--- config.mk ---
export PLATFORM = sky130hd
export DESIGN_NAME = xmm_regfile_param
export DESIGN_NICKNAME = d
export VERILOG_FILES = /design/src/rtl/xmm_pkg.sv /design/src/rtl/xmm_clear_seq.sv /design/src/rtl/xmm_regfile_param.sv
export SDC_FILE = /design/constraint.sdc
export NUM_CORES = 2
export LEC_CHECK = 0
export ABC_CLOCK_PERIOD_IN_PS = 5100
export CORE_MARGIN = 2
export CORE_UTILIZATION = 60
export DETAILED_ROUTE_END_ITERATION = 6
export PLACE_DENSITY = 0.77
export SLEW_MARGIN = 20
export SYNTH_ARGS = -nofsm -noshare
export SYNTH_HDL_FRONTEND = slang
export SYNTH_HIERARCHICAL = 1
export SYNTH_SLANG_ARGS = --single-unit
--- constraint.sdc ---
create_clock -name clk -period 5.1 [get_ports clk]
set_input_delay 0.51 -clock clk [delete_from_list [all_inputs] [get_ports clk]]
set_output_delay 0.51 -clock clk [all_outputs]
set_load 0.01 [all_outputs]
--- src/rtl/xmm_pkg.sv ---
// Shared definitions for the XMM register file family: default geometry,
// clear-sequencer state encoding and q15.48 format constants.
package xmm_pkg;

    localparam int XMM_DATA_W  = 64;
    localparam int XMM_DEPTH   = 32;

    localparam int Q_FRAC_BITS = 48;
    localparam int Q_INT_BITS  = 15;

    typedef enum logic {
        IDLE  = 1'b0,
        CLEAR = 1'b1
    } xmm_state_e;

endpackage

--- src/rtl/xmm_clear_seq.sv ---
// Clear sequencer: sweeps one entry per cycle for DEPTH cycles after clear_req.
// Writes arriving while busy are refused and reported by a one-cycle wr_dropped pulse.
module xmm_clear_seq
    import xmm_pkg::*;
#(
    parameter int DEPTH  = XMM_DEPTH,
    parameter int ADDR_W = $clog2(DEPTH)
) (
    input  logic              clk,
    input  logic              reset_n,
    input  logic              clear_req,
    input  logic              wr_en,
    output logic              clear_busy,
    output logic              wr_dropped,
    output logic              clr_we,
    output logic [ADDR_W-1:0] clr_addr
);

    localparam logic [ADDR_W-1:0] LAST = ADDR_W'(DEPTH - 1);

    xmm_state_e        state;
    logic [ADDR_W-1:0] clear_ptr;

    always_ff @(posedge clk or negedge reset_n) begin
        if (!reset_n) begin
            state      <= IDLE;
            clear_ptr  <= '0;
            clear_busy <= 1'b0;
            wr_dropped <= 1'b0;
        end else begin
            wr_dropped <= wr_en & clear_busy;
            case (state)
                IDLE: begin
                    if (clear_req) begin
                        state      <= CLEAR;
                        clear_ptr  <= '0;
                        clear_busy <= 1'b1;
                    end
                end
                CLEAR: begin
                    // clear_req is deliberately not looked at here: a sweep is never restarted
                    clear_ptr <= clear_ptr + ADDR_W'(1);
                    if (clear_ptr == LAST) begin
                        state      <= IDLE;
                        clear_busy <= 1'b0;
                    end
                end
                default: begin
                    state      <= IDLE;
                    clear_busy <= 1'b0;
                end
            endcase
        end
    end

    assign clr_we   = clear_busy;
    assign clr_addr = clear_ptr;

endmodule

--- src/rtl/xmm_regfile_param.sv ---
// Parametrised XMM register file: two combinational read ports with write bypass,
// one posedge write port, optional hard-wired zero register and a hardware clear sweep.
module xmm_regfile_param
    import xmm_pkg::*;
#(
    parameter int DATA_W   = XMM_DATA_W,
    parameter int DEPTH    = XMM_DEPTH,
    parameter int ADDR_W   = $clog2(DEPTH),
    parameter int ZERO_REG = 1
) (
    input  logic              clk,
    input  logic              reset_n,
    input  logic [ADDR_W-1:0] rd_addr1,
    input  logic [ADDR_W-1:0] rd_addr2,
    output logic [DATA_W-1:0] rd_data1,
    output logic [DATA_W-1:0] rd_data2,
    input  logic              wr_en,
    input  logic [ADDR_W-1:0] wr_addr,
    input  logic [DATA_W-1:0] wr_data,
    output logic              wr_ready,
    input  logic              clear_req,
    output logic              clear_busy,
    output logic              wr_dropped
);

    localparam bit HAS_ZERO = (ZERO_REG != 0);

    logic [DATA_W-1:0] entry [DEPTH];
    logic              clr_we;
    logic [ADDR_W-1:0] clr_addr;
    logic              wr_fire;
    logic              wr_commit;

    xmm_clear_seq #(
        .DEPTH  (DEPTH),
        .ADDR_W (ADDR_W)
    ) u_clear_seq (
        .clk        (clk),
        .reset_n    (reset_n),
        .clear_req  (clear_req),
        .wr_en      (wr_en),
        .clear_busy (clear_busy),
        .wr_dropped (wr_dropped),
        .clr_we     (clr_we),
        .clr_addr   (clr_addr)
    );

    assign wr_ready  = ~clear_busy;
    assign wr_fire   = wr_en & wr_ready;
    // A write to the zero register is accepted on the handshake but never stored
    assign wr_commit = wr_fire & ~(HAS_ZERO && (wr_addr == '0));

    always_ff @(posedge clk or negedge reset_n) begin
        if (!reset_n) begin
            for (int i = 0; i < DEPTH; i++) begin
                entry[i] <= '0;
            end
        end else if (clr_we) begin
            entry[clr_addr] <= '0;
        end else if (wr_commit) begin
            entry[wr_addr] <= wr_data;
        end
    end

    assign rd_data1 = (clear_busy || (HAS_ZERO && (rd_addr1 == '0))) ? '0 :
                      (wr_fire && (wr_addr == rd_addr1))             ? wr_data :
                                                                        entry[rd_addr1];

    assign rd_data2 = (clear_busy || (HAS_ZERO && (rd_addr2 == '0))) ? '0 :
                      (wr_fire && (wr_addr == rd_addr2))             ? wr_data :
                                                                        entry[rd_addr2];

endmodule

-- Yosys cells after proc, flatten, opt, wreduce, memory -nomap -nowiden
Index checks and enable logic that the tools add are counted.
- bits of input ports: 83
- output and inout port bits: 131
- logic and storage cells: 96
- flip-flop bits (word level): 2056
- muxes and demuxes: 25
- add/sub/neg operators: 1
- order comparisons: 6
- reduce and logical (&&, ||, !) cells: 11
- equal/unequal tests: 5
- bitwise gates (word level): 12
- operators with widths (kind ; count):
    $mux W2048 ; 2
    $and A2048 B2048 Y2048 ; 1
    $bwmux W2048 ; 1
    $not A2048 Y2048 ; 1
    $bmux W64 S5 ; 2
    $demux W64 S5 ; 2
    $mux W64 ; 10
    $ge A6 B6 Y1 const B ; 4
    $not A5 Y6 ; 4
    $logic_not A5 Y1 ; 3
    $lt A6 B1 Y1 const B ; 2
    $eq A5 B5 Y1 ; 2
    $pmux W5 S2 ; 1
    $add A5 B1 Y5 const B ; 1
    $eq A5 B5 Y1 const B ; 1
    $mux W5 ; 1
    $logic_and A1 B1 Y1 ; 4
    $mux W1 ; 4
    $ne A2 B2 Y1 const B ; 2
    $pmux W1 S2 ; 2
    $and A1 B1 Y1 ; 3
    $not A1 Y1 ; 3
    $logic_or A1 B1 Y1 ; 2
    $reduce_and A2 Y1 ; 1
    $reduce_bool A2 Y1 ; 1

-- Depth between registers and ports, before layout
- depth after elaboration: 8
- gate-level depth with buffers: 10

-- Hierarchy
The synthesis kept the hierarchy.
- modules (own cells, without submodules) (module ; times used ; seq. area each (um^2) ; area an instance (um^2) ; cells an instance):
    xmm_regfile_param ; 1 ; 51249.2 ; 105389.8 ; 7142
    xmm_clear_seq ; 1 ; 200.2 ; 390.4 ; 34

-- Worst setup path before layout
OpenSTA, ideal clock, no wires.
- path type: in2out
- start point: input port rd_addr2[1]
- end point: output port rd_data2[10]
- cell stages on the path: 9
- data arrival time: 2473 ps
- data required time: 4590 ps
- path slack: 2117 ps
- cell sequence: buf_2 -> buf_2 -> buf_2 -> buf_1 -> mux4_2 -> mux4_2 -> inv_1 -> o22ai_1 -> a21o_1
- cells in the longest elaborated chain, start to end: 6
- elaborated cells between the ends (all ways): 10
- those cells by class: 1 x eq/ne; 5 x mux; 1 x bitwise; 3 x reduce/logical
- ends and longest elaborated chain (what ; RTL line ; RTL):
    start, declared ; xmm_regfile_param.sv:14 ; input logic [ADDR_W-1:0] rd_addr2,
    $not A5 Y6 (implied by the code) ; xmm_regfile_param.sv:71 ; entry[rd_addr2];
    $bmux W64 S5 ; xmm_regfile_param.sv:71 ;
    $mux W64 (implied by the code) (2 in series) ; xmm_regfile_param.sv:71 ;
    $mux W64 ; xmm_regfile_param.sv:70 ; (wr_fire && (wr_addr == rd_addr2)) ? wr_data :
    $mux W64 (*) ; xmm_regfile_param.sv:69 ; assign rd_data2 = (clear_busy || (HAS_ZERO && (rd_addr2 == '0))) ? '0 :
    end, declared ; xmm_regfile_param.sv:16 ; output logic [DATA_W-1:0] rd_data2,
Every way passes the cells marked *; elsewhere a longest branch is shown, timed or not. The select of a mux whose other input is x is not followed.

-- Worst setup path in the final report
- start point: register u_clear_seq.clear_busy
- end point: output port rd_data1[38]
- cells in the longest elaborated chain, start to end: 5
- elaborated cells between the ends (all ways): 6
- those cells by class: 2 x mux; 2 x bitwise; 2 x reduce/logical
- ends and longest elaborated chain (what ; RTL line ; RTL):
    start, declared ; xmm_clear_seq.sv:13 ; output logic clear_busy,
    start signal, assigned ; xmm_clear_seq.sv:28 ; clear_busy <= 1'b0;
    start signal, assigned ; xmm_clear_seq.sv:37 ; clear_busy <= 1'b1;
    start signal, assigned ; xmm_clear_seq.sv:45 ; clear_busy <= 1'b0;
    $not A1 Y1 ; xmm_regfile_param.sv:48 ; assign wr_ready = ~clear_busy;
    $and A1 B1 Y1 ; xmm_regfile_param.sv:49 ; assign wr_fire = wr_en & wr_ready;
    $logic_and A1 B1 Y1 ; xmm_regfile_param.sv:66 ; (wr_fire && (wr_addr == rd_addr1)) ? wr_data :
    $mux W64 ; xmm_regfile_param.sv:66 ;
    $mux W64 (*) ; xmm_regfile_param.sv:65 ; assign rd_data1 = (clear_busy || (HAS_ZERO && (rd_addr1 == '0))) ? '0 :
    end, declared ; xmm_regfile_param.sv:15 ; output logic [DATA_W-1:0] rd_data1,
Every way passes the cells marked *; elsewhere a longest branch is shown, timed or not.

==> metrics.yaml <==
clock_tree:
  numCtsBuffers: 208
  clockRootBuffer: "clkbuf_16"
  clock_sinks: 2056
  postCtsResizedCells: 0
  cts.hold.buffers_added: 1
  clk_pin_slew_ps: 60
  clk_latency_ps: 900
  htree_levels: 4
  post-cts-setup-buffers: 0
  cts_max_path_buffers: 3
  tritoncts: "built"
floorplan:
  io_pins: 214
  num_rows: 154
  coreArea_sq_mm: 0.176
  start_util_pct: 60.2
  die_area_sq_mm: 0.180
  fp.dieW_microns: 424
  die_height_microns: 424
worst_setup_path:
  required_ps: 4590
  worstPathArrival_ps: 4310
  r2r_cells: 6
  start_kind: "flip-flop"
  crit_fanout: 17
  endpoint_kind: "output pin"
  path_class: "flip-flop to output pin"
grt:
  grt_max_degree: 176
  grt_pass1_vias: 82146
  antenna_found_initial: 9
  grt_use_total_pct: 44.0
  grt_pass1_wl_microns: 572000
  grt_overflow: 0
sta:
  slew_violations: 0
  hold_viol: 0
  fin_worst_skew_ps: 46.7
  worst_hold_slack_ps: 253
  worst_slew_pin_slew_ps: 1350
  rsz0062_at_grt: "false"
  tns_ps: 0
  finalCriticalPeriod_ps: 4820
  finalCritPeriodShare_pct: 94.5
  max_freq_mhz: 208
  fin_ws_ps: 282
  setup_viol: 0
  slew_headroom_pct: 9.67
job:
  maxCapViolations: 0
yosys:
  ys_ff_latch: 2056
  synth_cell_type_count: 48
  synthCells: 7176
  synth_area_sq_mm: 0.106
  synth_commonest_cells: "2056 x dfrtp_1, 1986 x a22o_1, 1201 x mux4_2"
  synth_area_per_cell_sq_um: 14.7
  yosysWarnings: 6
  synthFlopType: "dfrtp_1"
  yosysMostFrequentCell: "dfrtp_1"
  synth_area_leaders: "dfrtp_1 49%, mux4_2 26%, a22o_1 16%"
  synth_top_area_share_pct: 48.6
  synth-edff-count: 0
  seq_area_frac_synth_pct: 48.6
  yosysTopAreaCell: "dfrtp_1"
  synthArstFlopShare_pct: 100
  synth_fp_nets: 7262
detailed_routing:
  vias: 80219
  ant_nets: 0
  routed_wl_microns: 391000
  vias_per_cell: 8.51
  dr.pass1.iters: 7
  wl_per_cell_microns: 41.5
  drt-initial-drc-count: 13377
  drc_errors: 4
layout:
  utilization_pct: 67.3
  syn2layout_area_growth_pct: 11.9
  layout-drive-gt1-share_pct: 29.3
  nNetsFinal: 6977
pwr:
  p_comb_share_pct: 17.9
  pwr-share-seq_pct: 43.6
  pwr-share-clk_pct: 38.5
  power_mw: 42.4
  switching_power_mw: 12.6
  swShare_pct: 29.6
  powerDensity_mw_per_mm2: 359
  leakage_nw: 51.9
  vdd_drop_max_mv: 0.296
  p_int_mw: 29.9
run_status:
  violations: "design-rule violations"
  status: "finished with violations"
placement:
  pre_cts_ws_ps: 835
  gp_congestion: 0.876
  io_buffer_count: 213
  place_hpwl_microns: 201000
hold_path:
  min_path_type: "input port to asynchronous set/reset pin"
cell usage in the layout (no fill, tap or decap), drive strengths merged, types with 32 or more instances in the layout:
master,synthesis,final
a21o,63,63
a21oi,32,32
a22o,1986,1986
and2,68,68
buf,328,325
clkbuf,696,298
clkdlybuf4s50,0,203
clkinv,0,52
dfrtp,2056,2056
inv,126,132
mux2,126,126
mux4,1201,1201
nand2,77,77
nor2,111,111
o22ai,125,125
o31ai,63,63
critical path: stages (launching register included):
cell	delay, ps
dfrtp_1	630
inv_1	300
o21ai_0	230
o21bai_4	400
buf_4	390
o31ai_1	730
buf_4	220
clkdlybuf4s50_1	520
power by group through the flow:
stage	Combinational, mW	Sequential, mW	Clock (mW)
2_1_floorplan	4.30	18.4	0
3_5_place_dp	7.28	18.7	0
5_1_grt	7.73	18.6	17.0
3_3_place_gp	7.15	18.6	0
6_report	7.61	18.5	16.3
4_1_cts	7.32	18.5	16.3
cell families (layout without fill, tap and decap cells):
family	count (synthesis)	after routing	synth area share [%]
flip-flops	2056	2056	48.6
AND/OR/NAND/NOR	300	300	1.34
adder cells (fa/ha/maj)	3	3	0.0355
XOR/XNOR	12	12	0.0994
buffers and inverters	1150	1035	4.29
other	0	22	0
AO/OA/AOI/OAI	2304	2304	18.5
multiplexers	1351	1351	27.1
worst paths after layout:
kind                                         from  slack (ps)                     end
setup / recovery           u_clear_seq/clear_busy         280            rd_data1[38]
hold / removal                            reset_n         250              entry[506]
setup reg to reg           u_clear_seq/clear_busy         590              entry[781]
hold reg to reg                       entry[2042]         510             entry[2042]
max in group asynchronous                 reset_n        3230             entry[1617]
min in group clk                            wr_en         300  u_clear_seq/wr_dropped
layer usage:
layer | up-vias | global-route usage (%) | part of all wire (%)
met3 | 2181 | 19.3 | 17
li1 | 28595 | - | -
met4 | 6 | 29.5 | 8.4
met2 | 8495 | 61.0 | 42
met5 | - | 0.457 | 0.027
met1 | 40942 | 56.0 | 32
registers in the layout (all words and copies together), names as in the netlist:
name	count
entry	2048
u_clear_seq/clear_busy	1
u_clear_seq/wr_dropped	1
u_clear_seq/state	1
u_clear_seq/clr_addr	5
through the flow:
stage / instances / cell area (sq um)
final: 9423 / 118000
after global routing: 9403 / 118000
after CTS: 9400 / 118000
after detailed placement: 9019 / 111000
after global placement: 9018 / 111000
after floorplan: 7176 / 106000
layout make-up:
type	count	area, sq um
Fill cell	11618	57400
Sequential cell	2056	51400
Multi-Input combinational cell	3970	50400
Clock buffer	298	6140
Timing Repair Buffer	529	5720
Tap cell	2340	2930
Clock inverter	82	1110
Inverter	126	473
Antenna cell	22	55.1
(Power assumes the default switching activity.)
